`src/rtl/mem_port_arbiter.sv`:
```
// ---------------------------------------------------------------------------
// mem_port_arbiter
//
// Shares one single-ported unified memory between the core's instruction
// fetch port (i_*) and its load/store data port (d_*). One non-pipelined
// transaction is in flight at a time. The fixed memory read latency is
// tracked, and each response is routed back to the port that issued it.
//
// Handshake: a requester raises *_req with stable request fields. The
// transaction is accepted in the cycle in which *_gnt=1, which is
// combinational on that cycle's requests. Dropping a request before its
// grant is legal. *_rvalid pulses for exactly one cycle, MEM_LATENCY cycles
// after the grant, and *_rdata is only meaningful while *_rvalid=1
// (otherwise it is 0).
//
// Parameters:
//   MEM_LATENCY  cycles from m_en to valid m_rdata (1..4)
//   MAX_STREAK   max consecutive data grants while fetch waits (1..15)
//
// Ports:
//   clk, reset_n                       clock, synchronous active-low reset
//   i_req/i_addr -> i_gnt              fetch request / accept
//   i_rvalid/i_rdata                   fetch response
//   d_req/d_we/d_be/d_addr/d_wdata     data request
//   d_gnt, d_rvalid/d_rdata            data accept / response (0 data on store ack)
//   m_en/m_we/m_be/m_addr/m_wdata      memory request strobe and fields
//   m_rdata                            memory read data
//   busy                               a transaction is outstanding
// ---------------------------------------------------------------------------
module mem_port_arbiter #(
  parameter int unsigned MEM_LATENCY = 1,
  parameter int unsigned MAX_STREAK  = 4
) (
  input  logic        clk,
  input  logic        reset_n,
  input  logic        i_req,
  input  logic [31:0] i_addr,
  output logic        i_gnt,
  output logic        i_rvalid,
  output logic [31:0] i_rdata,
  input  logic        d_req,
  input  logic        d_we,
  input  logic [3:0]  d_be,
  input  logic [31:0] d_addr,
  input  logic [31:0] d_wdata,
  output logic        d_gnt,
  output logic        d_rvalid,
  output logic [31:0] d_rdata,
  output logic        m_en,
  output logic        m_we,
  output logic [3:0]  m_be,
  output logic [31:0] m_addr,
  output logic [31:0] m_wdata,
  input  logic [31:0] m_rdata,
  output logic        busy
);

  localparam logic [2:0] LAT        = 3'(MEM_LATENCY);
  localparam logic [3:0] STREAK_MAX = 4'(MAX_STREAK);

  typedef enum logic {
    ST_IDLE = 1'b0,
    ST_WAIT = 1'b1
  } state_e;

  // All arbiter state lives in one struct so it can be observed as a unit.
  typedef struct packed {
    state_e     state;
    logic       owner;   // 0 = fetch, 1 = data
    logic       is_wr;   // outstanding transaction is a store
    logic [2:0] cnt;     // cycles until the response is valid
    logic [3:0] streak;  // consecutive data grants while fetch waited
  } arb_state_t;

  arb_state_t st_q, st_d;

  logic resp_cycle;
  logic grant_opp;
  logic grant_i;
  logic grant_d;
  logic rvalid_any;

  // Grant decision
  always_comb begin
    // The response cycle is also a grant opportunity, which gives one
    // transaction per MEM_LATENCY cycles when requests are back to back.
    resp_cycle = (st_q.state == ST_WAIT) && (st_q.cnt == 3'd1);
    grant_opp  = reset_n && ((st_q.state == ST_IDLE) || resp_cycle);
    // Data wins a tie, except when fetch has already lost MAX_STREAK times.
    grant_d    = grant_opp && d_req && !(i_req && (st_q.streak == STREAK_MAX));
    grant_i    = grant_opp && i_req && !grant_d;
    rvalid_any = reset_n && resp_cycle;
  end

  // Next state
  always_comb begin
    st_d = st_q;
    if (grant_i || grant_d) begin
      st_d.state = ST_WAIT;
      st_d.cnt   = LAT;
      st_d.owner = grant_d;
      st_d.is_wr = grant_d && d_we;
    end else if (st_q.state == ST_WAIT) begin
      if (st_q.cnt <= 3'd1) begin
        st_d.state = ST_IDLE;
        st_d.cnt   = 3'd0;
      end else begin
        st_d.cnt = st_q.cnt - 3'd1;
      end
    end

    // The streak only counts data wins while fetch is actually waiting.
    if (!i_req || grant_i) begin
      st_d.streak = 4'd0;
    end else if (grant_d && (st_q.streak != STREAK_MAX)) begin
      st_d.streak = st_q.streak + 4'd1;
    end
  end

  always_ff @(posedge clk) begin
    if (!reset_n) begin
      st_q.state  <= ST_IDLE;
      st_q.owner  <= 1'b0;
      st_q.is_wr  <= 1'b0;
      st_q.cnt    <= 3'd0;
      st_q.streak <= 4'd0;
    end else begin
      st_q <= st_d;
    end
  end

  // Memory request: driven from the winner, all zero when there is no grant.
  always_comb begin
    m_en    = grant_i || grant_d;
    m_we    = 1'b0;
    m_be    = 4'h0;
    m_addr  = 32'h0;
    m_wdata = 32'h0;
    if (grant_d) begin
      m_we    = d_we;
      m_be    = d_we ? d_be : 4'hF;
      m_addr  = d_addr;
      m_wdata = d_wdata;
    end else if (grant_i) begin
      m_be   = 4'hF;
      m_addr = i_addr;
    end
  end

  // Responses and status. While reset_n=0 everything is held at 0, so an
  // abandoned transaction can never surface.
  always_comb begin
    i_gnt    = grant_i;
    d_gnt    = grant_d;
    i_rvalid = rvalid_any && !st_q.owner;
    d_rvalid = rvalid_any && st_q.owner;
    i_rdata  = i_rvalid ? m_rdata : 32'h0;
    d_rdata  = (d_rvalid && !st_q.is_wr) ? m_rdata : 32'h0;
    busy     = reset_n && (st_q.state == ST_WAIT);
  end

endmodule
```
`config.mk`:
```
export PLATFORM = sky130hd
export DESIGN_NAME = mem_port_arbiter
export DESIGN_NICKNAME = d
export VERILOG_FILES = /design/src/rtl/mem_port_arbiter.sv
export SDC_FILE = /design/constraint.sdc
export NUM_CORES = 1
export LEC_CHECK = 0
export CAP_MARGIN = 20
export CORE_AREA = 4 4 123 78
export DETAILED_ROUTE_END_ITERATION = 16
export DIE_AREA = 0 0 127 82
export PLACE_DENSITY = 0.81
export SLEW_MARGIN = 10
export SYNTH_ARGS = -nofsm -noshare
export SYNTH_HDL_FRONTEND = slang
export SYNTH_SLANG_ARGS = --single-unit
```
`constraint.sdc`:
```
create_clock -name clk -period 1.8 [get_ports clk]
set_input_delay 0.18 -clock clk [delete_from_list [all_inputs] [get_ports clk]]
set_output_delay 0.18 -clock clk [all_outputs]
set_load 0.03 [all_outputs]
```
; After elaboration in Yosys (flattened, before gate mapping)
; Cells that the tools add are included.
[classes]
n_addsub = 2
order_cmp = 1
n_eq_ne = 3
n_mux = 15
bitwise = 2
reduce_logical = 25
[ops]
columns = cell, count
row1 = 32-bit 2-to-1 mux, 5
row2 = 1-bit logical AND, 14
row3 = 4-bit 2-to-1 mux, 3
row4 = 1-bit 2-to-1 mux, 6
row5 = 1-bit zero test, 5
row6 = "4-bit by 1-bit adder with 4-bit output, second input constant", 1
row7 = "4-bit by 3-bit equality test with 1-bit output, second input constant", 1
row8 = "4-bit by 3-bit != test with 1-bit output, second input constant", 1
row9 = 2-bit OR reduction, 2
row10 = "3-bit by 1-bit equality test with 1-bit output, second input constant", 1
row11 = "3-bit by 1-bit less-or-equal comparator with 1-bit output, second input constant", 1
row12 = 1-bit logical OR, 3
row13 = 3-bit 2-to-1 mux, 1
row14 = "3-bit by 1-bit subtractor with 3-bit output, second input constant", 1
row15 = 1-bit NOT, 2
row16 = 2-bit nonzero test, 1
[totals]
regBits = 10
inputBits = 137
out_inout_bits = 139
word_cells = 54

; Longest topological paths before layout
; Gate-level depths: netlist (run 1).
[depth]
ltp_word = 10
mapped_depth = 7

; Worst setup path after synthesis (run 1)
; No wires, ideal clock.
[synth_timing]
path_type = register -> output
startpoint = register st_q[0] (netlist name)
endpoint = output m_addr[11]
arrival_ns = 1.754
slack_ns = -0.134
path_stages_with_launch = 8
path_buffers = 2
path_cell_list = dfxtp_1 -> inv_1 -> ha_1 -> nand4b_2 -> buf_6 -> clkbuf_1 -> nand3_1 -> a21oi_1
[synth_via]
elab_chain_cells = 8
[synth_rtl]
columns = element, line_no
row1 = "start, declared", 75  ; arb_state_t st_q, st_d;
row2 = "start signal, assigned", 128  ; st_q <= st_d;
row3 = 4-bit by 3-bit equality test with 1-bit output *, 90  ; grant_d = grant_opp && d_req && !(i_req && (st_q.streak == STREAK_MAX));
row4 = 1-bit logical AND *, 90
row5 = 1-bit zero test *, 90
row6 = 1-bit logical AND *, 90
row7 = 1-bit zero test, 91  ; grant_i = grant_opp && i_req && !grant_d;
row8 = 1-bit logical AND, 91
row9 = 32-bit 2-to-1 mux, 144  ; end else if (grant_i) begin
row10 = 32-bit 2-to-1 mux *, 139  ; if (grant_d) begin
row11 = "end, declared", 52  ; output logic [31:0] m_addr,
; Every way passes the cells marked *; elsewhere a longest branch is shown, timed or not.

; Worst setup path after layout (run 1)
[layout_timing]
startpoint = register st_q[0] (netlist name)
endpoint = output m_wdata[13]
[layout_via]
elab_chain_cells = 5
[layout_rtl]
columns = element, line_no
row1 = 4-bit by 3-bit equality test with 1-bit output, 90
row2 = 1-bit logical AND, 90
row3 = 1-bit zero test, 90
row4 = 1-bit logical AND, 90
row5 = 32-bit 2-to-1 mux, 139
row6 = "end, declared", 53  ; output logic [31:0] m_wdata,
; Every way passes these cells.

==> flow_metrics.env, run 1 <==
export IMPL_outcome="finished with violations"
export IMPL_violations="setup timing"
export IMPL_initial_utilization_pct=25.7
export IMPL_min_period_over_period_pct=106
export IMPL_crit_path_start_kind="register"
export IMPL_overflow=0
export IMPL_clk_latency_ns=0.24
export IMPL_numClockSinks=10
export IMPL_syn_inst=341
export IMPL_drv_slew=0
export IMPL_dpl_hpwl_um=9310
export IMPL_period_needed_ns=1.90
export IMPL_rsz0062_at_grt="true"
export IMPL_grt_pass1_wl_um=18000
export IMPL_synth_edf_count=0
export IMPL_use_met2_pct=41.0
export IMPL_synth_ff_type="dfxtp_1"
export IMPL_r2r_slack_ns=0.13
export IMPL_cts_buffer_depth=2
export IMPL_worstReg2RegEnd="st_q[5]"
export IMPL_setup_tns_ns=-7.00
export IMPL_root_buffer="clkbuf_16"
export IMPL_area_growth_syn_to_layout_pct=176
export IMPL_design_area_um2=5960
export IMPL_drt_pass1_iterations=4
export IMPL_diodes=0
export IMPL_top_register="st_q"
export IMPL_num_vias=3633
export IMPL_skew_ns=0.00214
export IMPL_fin_nets=779
export IMPL_setup_ws_ns=-0.103
export IMPL_hp_class="input port to register"
export IMPL_reg_top3="st_q x10"
export IMPL_gr_usage_met1_pct=24.1
export IMPL_relSlewSlack_pct=74.4
export IMPL_synth_common_cells="and2_1, nand2_1, nand3_1"
export IMPL_cts_clk_slew_worst_paths_ns=0.04
export IMPL_antenna_found_initial=0
export IMPL_holdPathStages=3
export IMPL_syn_cell_area_um2=2160
export IMPL_ys_ff_latch=10
export IMPL_grt_start_max_net_pins=36
export IMPL_setup_violations=133
export IMPL_cts_tree="done"
export IMPL_async_flop_share_pct=0
export IMPL_numCtsBuffers=3
export IMPL_drive_gt1_share_pct=41.1
export IMPL_fmax_mhz=525
export IMPL_yosys_area_top_type="and2_1"
export IMPL_wl_per_cell_um=16.5
export IMPL_r2r_cells=9
export IMPL_r2r_start="st_q[5]"
export IMPL_place_area_um2=4970
export IMPL_yosysWarnings=0
export IMPL_hp_start="d_req"
export IMPL_syn_nets=482
export IMPL_yosysMostFrequentCell="and2_1"
export IMPL_die_area_um2=10400
export IMPL_htreeDepth=1
export IMPL_remaining_drc_errors=0
export IMPL_avgSynthCellArea_um2=6.32
export IMPL_p_leak_nw=2.69
export IMPL_drt_total_wl_um=12400
export IMPL_critPathArrivalTime_ns=1.72
export IMPL_grt_usage_pct=20.9
export IMPL_whs_endpoint="st_q[1]"
export IMPL_grt_pass1_vias=3519
export IMPL_cp_end_kind="primary output"
export IMPL_drt_initial_drc_count=133
export IMPL_synth_area_leaders="and2_1, a21o_1, and3_1"
export IMPL_irDropWorstVdd_mv=0.274
export IMPL_tightest_slew_ns=0.380
export IMPL_worstPathMaxFanout=33
export IMPL_globalplace_congestion=0.885
export IMPL_largest_register_ffs=10
export IMPL_worstSetupPathType="register to primary output"
export IMPL_rows=26
export IMPL_ant_nets=0
export IMPL_viasPerCell=4.85
export IMPL_top_usage_layer="met2"
export IMPL_grtUsageMet3_pct=3.83
export IMPL_ys_seq_area_share_pct=9.29
export IMPL_synth_cell_type_count=40
export IMPL_finalHoldViolations=0
export IMPL_cp_required_ns=1.62
export IMPL_die_w_um=127
export IMPL_pin_count=276
export IMPL_port_buffers=275
export IMPL_dp_slack_ns=-0.0455
export IMPL_powerDensity_nw_per_um2=339
export IMPL_synth_top_area_share_pct=18.9
export IMPL_die_h_um=82
export IMPL_maxCapViolations=0
export IMPL_coreArea_um2=8390
## cell usage in the layout (no fill, tap or decap), drive strengths merged, types with 8 or more instances in the layout
| cell type | count |
|---|---|
| dfxtp | 10 |
| inv | 8 |
| nand3 | 39 |
| a21oi | 36 |
| clkdlybuf4s50 | 134 |
| and3 | 33 |
| and2 | 65 |
| nand2 | 40 |
| a21o | 32 |
| buf | 194 |
## where the power goes
group	switching [W]	total [W]	internal (W)
combinational	0.000628	0.00133	0.000703
sequential	0.0000116	0.000248	0.000236
clock	0.000107	0.000442	0.000334
## worst max-delay path: stages, from the launching register on
cell      delay (ns)
dfxtp_2         0.31
inv_2           0.07
ha_4            0.14
nand4b_4        0.13
buf_6           0.18
and2_4          0.17
buf_12          0.15
and3_1          0.19
buf_6           0.14
## routing by layer
| metal | up-vias | share of wire (%) |
|---|---|---|
| li1 | 1785 | - |
| met1 | 1694 | 38 |
| met2 | 139 | 54 |
| met3 | 15 | 6.0 |
| met4 | 0 | 1.4 |
| met5 | - | 0 |
## timing repair
action,in CTS,in global routing
buffers inserted,12,3
pin swaps,23,10
cloned,3,0
hold buffers,0,0
gates resized for setup,156,32
setup endpoints to repair,136,136
## cells by family after synthesis
kind of cell	after synthesis	synth area share, %
buffers and inverters	45	10.5
flip-flops	10	9.29
AND/OR/NAND/NOR	194	50.3
adder cells (fa/ha/maj)	4	2.32
AO/OA/AOI/OAI	88	27.6
## metrics by stage
stage / hold WS (ns) / total power [W] / utilization (%) / cells
after floorplan: 0.438 / 0.000786 / - / 341
after global placement: 0.476 / 0.00140 / 59.3 / 727
after detailed placement: 0.490 / 0.00142 / 59.3 / 727
after CTS: 0.417 / 0.00199 / 69.3 / 746
after global routing: 0.448 / 0.00211 / 71.0 / 749
final: 0.425 / 0.00202 / 71.0 / 749
## worst max path at each step
stage | startpoint | to | slack (ns) | depth (start not counted)
finish | st_q[0] | m_wdata[13] | -0.10 | 8
global route | st_q[5] | i_rdata[1] | -0.16 | 7
CTS | st_q[0] | m_addr[11] | -0.08 | 8
detailed placement | i_req | m_addr[9] | -0.05 | 6
global placement | i_req | m_addr[8] | -0.02 | 6
floorplan | st_q[0] | m_addr[18] | -0.13 | 7
## cell type report
class                           instances  area [um2]
Clock buffer                            4        88.8
Inverter                                8        30.0
Fill cell                             612        2430
Multi-Input combinational cell        286        1990
Sequential cell                        10         204
Tap cell                              112         140
Timing Repair Buffer                  329        3510
(Power assumes the default switching activity.)
==> run 2: changes to the inputs <==
Settings changed: CORE_AREA 4 4 123 78 to 4 4 106 108, DIE_AREA 0 0 127 82 to 0 0 110 112, DONT_BUFFER_PORTS from default to 1, PLACE_DENSITY 0.81 to default.
==> flow_metrics.env, run 2 (synthesis gave the netlist of run 1 again) <==
export IMPL_maxCapViolations=0
export IMPL_worstSetupPathType="register to primary output"
export IMPL_drt_pass1_iterations=6
export IMPL_worstPathMaxFanout=4
export IMPL_design_area_um2=4530
export IMPL_skew_ns=0.00394
export IMPL_diodes=0
export IMPL_relSlewSlack_pct=77.1
export IMPL_drv_slew=0
export IMPL_globalplace_congestion=0.861
export IMPL_num_vias=3154
export IMPL_powerDensity_nw_per_um2=355
export IMPL_remaining_drc_errors=0
export IMPL_viasPerCell=5.27
export IMPL_fin_nets=605
export IMPL_drive_gt1_share_pct=61.3
export IMPL_pin_count=276
export IMPL_mostFrequentLayoutCells="buf_6, buf_4, nand3_1, nand2_1, and2_4"
export IMPL_min_period_over_period_pct=107
export IMPL_htreeDepth=1
export IMPL_fin_total_pwr_w=0.00161
export IMPL_reg_top3="st_q x10"
export IMPL_die_area_um2=12300
export IMPL_crit_path_start_kind="register"
export IMPL_cp_required_ns=1.62
export IMPL_critPathArrivalTime_ns=1.74
export IMPL_final_common_cell="buf_6"
export IMPL_hold_buffers=0
export IMPL_port_buffers=0
export IMPL_clk_latency_ns=0.24
export IMPL_top_register="st_q"
export IMPL_fmax_mhz=520
export IMPL_irDropWorstVdd_mv=0.225
export IMPL_finalHoldViolations=0
export IMPL_cp_end_kind="primary output"
export IMPL_die_w_um=110
export IMPL_cts_buffer_depth=2
export IMPL_hp_class="input port to register"
export IMPL_cts_tree="done"
export IMPL_overflow=0
export IMPL_drt_initial_drc_count=188
export IMPL_place_area_um2=3250
export IMPL_cts_clk_slew_worst_paths_ns=0.05
export IMPL_outcome="finished with violations"
export IMPL_initial_utilization_pct=21.1
export IMPL_tightest_slew_ns=0.345
export IMPL_p_leak_nw=1.97
export IMPL_rows=37
export IMPL_rsz0062_at_grt="true"
export IMPL_violations="setup timing"
export IMPL_area_growth_syn_to_layout_pct=110
export IMPL_period_needed_ns=1.92
export IMPL_dpl_hpwl_um=8050
export IMPL_antenna_found_initial=1
export IMPL_numCtsBuffers=3
export IMPL_grt_pass1_vias=3001
export IMPL_numClockSinks=10
export IMPL_coreArea_um2=10200
export IMPL_grt_usage_pct=16.8
export IMPL_wl_per_cell_um=20.6
export IMPL_die_h_um=112
export IMPL_ant_nets=0
export IMPL_root_buffer="clkbuf_8"
export IMPL_setup_ws_ns=-0.122
export IMPL_r2r_slack_ns=-0.03
export IMPL_grt_pass1_wl_um=16300
export IMPL_drt_total_wl_um=12300
export IMPL_largest_register_ffs=10
export IMPL_setup_violations=133
export IMPL_grt_start_max_net_pins=74
==> run 2: cell types whose count changed in the layout (fill, tap and decap cells not counted), sizes merged <==
cell	delta
clkbuf	+4
clkdlybuf4s50	-134
bufbuf	+1
buf	-44
dlymetal6s2s	-1
==> run 2: power by group <==
group	leakage, nW	switching, W	total (W)	internal [W]
sequential	0.0833	0.0000132	0.000249	0.000236
clock	0.0288	0.000102	0.000295	0.000193
combinational	1.86	0.000570	0.00106	0.000493
total	1.97	0.000685	0.00161	0.000922
==> run 2: through the flow <==
stage / utilization (%) / std cells / hold WS, ns / setup slack, ns / TNS [ns]
finish: 44.3 / 599 / 0.103 / -0.122 / -8.37
CTS: 40.8 / 593 / 0.0962 / -0.118 / -5.13
floorplan: - / 341 / 0.438 / -0.134 / -1.65
global route: 44.3 / 599 / 0.107 / -0.193 / -19.06
detailed placement: 31.8 / 560 / 0.351 / 0.0452 / 0
global placement: 31.8 / 560 / 0.343 / 0.0497 / 0
==> run 2: layer usage <==
metal	global-route usage (%)	vias up	share of wire [%]
met2	30.9	202	52
li1	-	1438	-
met4	5.15	2	2.9
met1	18.2	1486	34
met5	0	-	0.11
met3	4.93	26	11
==> run 2: worst paths after layout <==
check / startpoint / to / cells past startpoint
setup / recovery: st_q[5] / m_be[1] / 6
hold / removal: reset_n / st_q[7] / 2
setup reg to reg: st_q[0] / st_q[0] / 13
hold reg to reg: st_q[7] / st_q[7] / 2
==> run 2: cell type report <==
cell class	instances	area, um2
fill	927	5700
multi-input combinational	286	2220
timing repair buffer	155	1850
sequential	10	205
tap	136	170
clock buffer	4	55.1
inverter	8	30.0
==> run 2: worst max-delay path, stage by stage, from the launching register on <==
cell and delay (ns):
dfxtp_2 0.33, inv_2 0.07, ha_4 0.16, nor2b_4 0.20, o21ai_4 0.09, buf_6 0.14
o41a_1 0.51
==> run 2: what timing repair did <==
action                                 CTS  global route
gates resized for setup                168            65
pin swaps                               18            35
endpoints found under the hold margin    0             0
setup buffers                           22             7
setup endpoints to repair              135           138
gates cloned                             7             4
==> run 3: changes to the inputs <==
Settings changed: CORE_AREA 4 4 106 108 to 2 2 107 109, DIE_AREA 0 0 110 112 to 0 0 109 111.
==> flow_metrics.env, run 3 (synthesis gave the netlist of run 1 again) <==
export IMPL_outcome="finished with violations"
export IMPL_violations="setup timing"
export IMPL_drt_initial_drc_count=137
export IMPL_worstPathMaxFanout=32
export IMPL_r2r_cells=8
export IMPL_seqPwrFrac_pct=14.3
export IMPL_tightest_slew_ns=0.284
export IMPL_instances_no_fill=596
export IMPL_grt_pass1_vias=2780
export IMPL_cts_buffer_depth=2
export IMPL_internal_power_w=0.00104
export IMPL_p_leak_nw=1.95
export IMPL_root_buffer="clkbuf_16"
export IMPL_viasPerCell=5.04
export IMPL_cp_end_kind="primary output"
export IMPL_multiInputGateArea_um2=2170
export IMPL_rows=39
export IMPL_htreeDepth=1
export IMPL_mostFrequentLayoutCells="buf_6, nand2_1, nand3_1, and2_4"
export IMPL_fmax_mhz=533
export IMPL_worstSetupPathType="register to primary output"
export IMPL_drive_gt1_share_pct=53.1
export IMPL_hold_ws_ns=0.107
export IMPL_final_common_cell="buf_6"
export IMPL_hp_class="input port to register"
export IMPL_coreArea_um2=11100
export IMPL_grt_pass1_wl_um=14900
export IMPL_period_needed_ns=1.88
export IMPL_relSlewSlack_pct=81.0
export IMPL_port_buffers=0
export IMPL_cts_clk_slew_worst_paths_ns=0.04
export IMPL_design_area_um2=4370
export IMPL_irDropWorstVdd_mv=0.274
export IMPL_cts_tree="done"
export IMPL_initial_utilization_pct=19.5
export IMPL_finalHoldViolations=0
export IMPL_die_h_um=111
export IMPL_worstReg2RegEnd="st_q[5]"
export IMPL_skew_ns=0.00339
export IMPL_p_sw_w=0.000699
export IMPL_drt_pass1_iterations=4
export IMPL_r2r_slack_ns=0.19
export IMPL_clk_latency_ns=0.24
export IMPL_num_vias=3004
export IMPL_ant_nets=0
export IMPL_reg_top3="st_q x10"
export IMPL_fin_nets=592
export IMPL_p_comb_share_pct=60.0
export IMPL_pin_count=276
export IMPL_top_register="st_q"
export IMPL_wl_per_cell_um=19.3
export IMPL_holdPathStages=1
export IMPL_dpl_hpwl_um=7770
export IMPL_seqCellArea_um2=205
export IMPL_crit_path_start_kind="register"
export IMPL_die_area_um2=12100
export IMPL_min_period_over_period_pct=104
export IMPL_drt_total_wl_um=11500
export IMPL_dp_cells=567
export IMPL_power_frac_clock_pct=25.7
export IMPL_cp_required_ns=1.62
export IMPL_antenna_found_initial=2
export IMPL_setup_violations=100
export IMPL_numClockSinks=10
export IMPL_fill_cells=1054
export IMPL_largest_register_ffs=10
export IMPL_grt_usage_pct=15.7
export IMPL_area_growth_syn_to_layout_pct=103
export IMPL_overflow=0
export IMPL_switching_share_pct=40.1
export IMPL_grt_start_max_net_pins=74
export IMPL_numCtsBuffers=3
export IMPL_hp_start="reset_n"
export IMPL_place_area_um2=3220
export IMPL_maxCapViolations=0
export IMPL_whs_endpoint="st_q[8]"
export IMPL_r2r_start="st_q[5]"
export IMPL_drv_slew=0
export IMPL_remaining_drc_errors=0
export IMPL_critPathArrivalTime_ns=1.70
export IMPL_die_w_um=109
export IMPL_globalplace_congestion=0.790
export IMPL_rsz0062_at_grt="true"
export IMPL_setup_ws_ns=-0.0752
export IMPL_powerDensity_nw_per_um2=399
export IMPL_fin_total_pwr_w=0.00174
run 3: routing by layer:
layer,GRT usage [%],up-vias,part of all wire (%)
met3,2.82,11,7.9
met1,17.1,1392,37
met5,0,-,0
met2,30.8,182,54
met4,2.82,0,1.1
li1,-,1419,-
run 3: critical path, cell delays in order, from the launching register on:
cell and delay, ns:
dfxtp_2 0.32, inv_2 0.07, ha_4 0.15, nand3b_1 0.17, nor3_2 0.23, buf_12 0.19
and2_1 0.17, buf_6 0.14
run 3: per-stage QoR:
stage          setup TNS [ns]  setup slack, ns  utilization [%]
6_report                -3.76          -0.0752             39.5
5_1_grt                -13.15           -0.159             39.4
4_1_cts                 -1.85           -0.117             35.1
3_5_place_dp                0           0.0606             29.1
3_3_place_gp                0           0.0839             29.1
2_1_floorplan           -1.65           -0.134                -
run 3: power by group through the flow:
stage	logic, W	clock network, W	registers (W)
after floorplan	0.000538	0	0.000249
after global routing	0.00110	0.000477	0.000251
final	0.00105	0.000448	0.000250
after global placement	0.000761	0	0.000250
after CTS	0.000907	0.000458	0.000249
after detailed placement	0.000770	0	0.000250
run 3: worst max-delay path by stage:
stage / startpoint / slack (ns) / end / depth (start not counted)
after global placement: st_q[0] / 0.08 / m_addr[12] / 7
final: st_q[5] / -0.08 / d_rdata[18] / 7
after detailed placement: st_q[5] / 0.06 / d_rdata[28] / 7
after CTS: st_q[5] / -0.12 / m_be[1] / 7
after floorplan: st_q[0] / -0.13 / m_addr[18] / 7
after global routing: st_q[5] / -0.16 / d_rdata[7] / 7
run 3: repair_timing:
action / 4_1_cts / 5_1_grt
gates cloned: 2 / 6
resized for setup: 132 / 93
pin swaps: 6 / 33
buffers inserted: 11 / 4
hold buffers: 0 / 0
setup endpoints to repair: 135 / 134
run 3: area by class of cell:
type	instances	share of cell area [%]
clock buffers	4	2.03
diodes	3	0.172
inverters	8	0.687
repair buffers	142	38.6
flip-flops and latches	10	4.70
well taps	143	4.09
multi-input cells	286	49.7
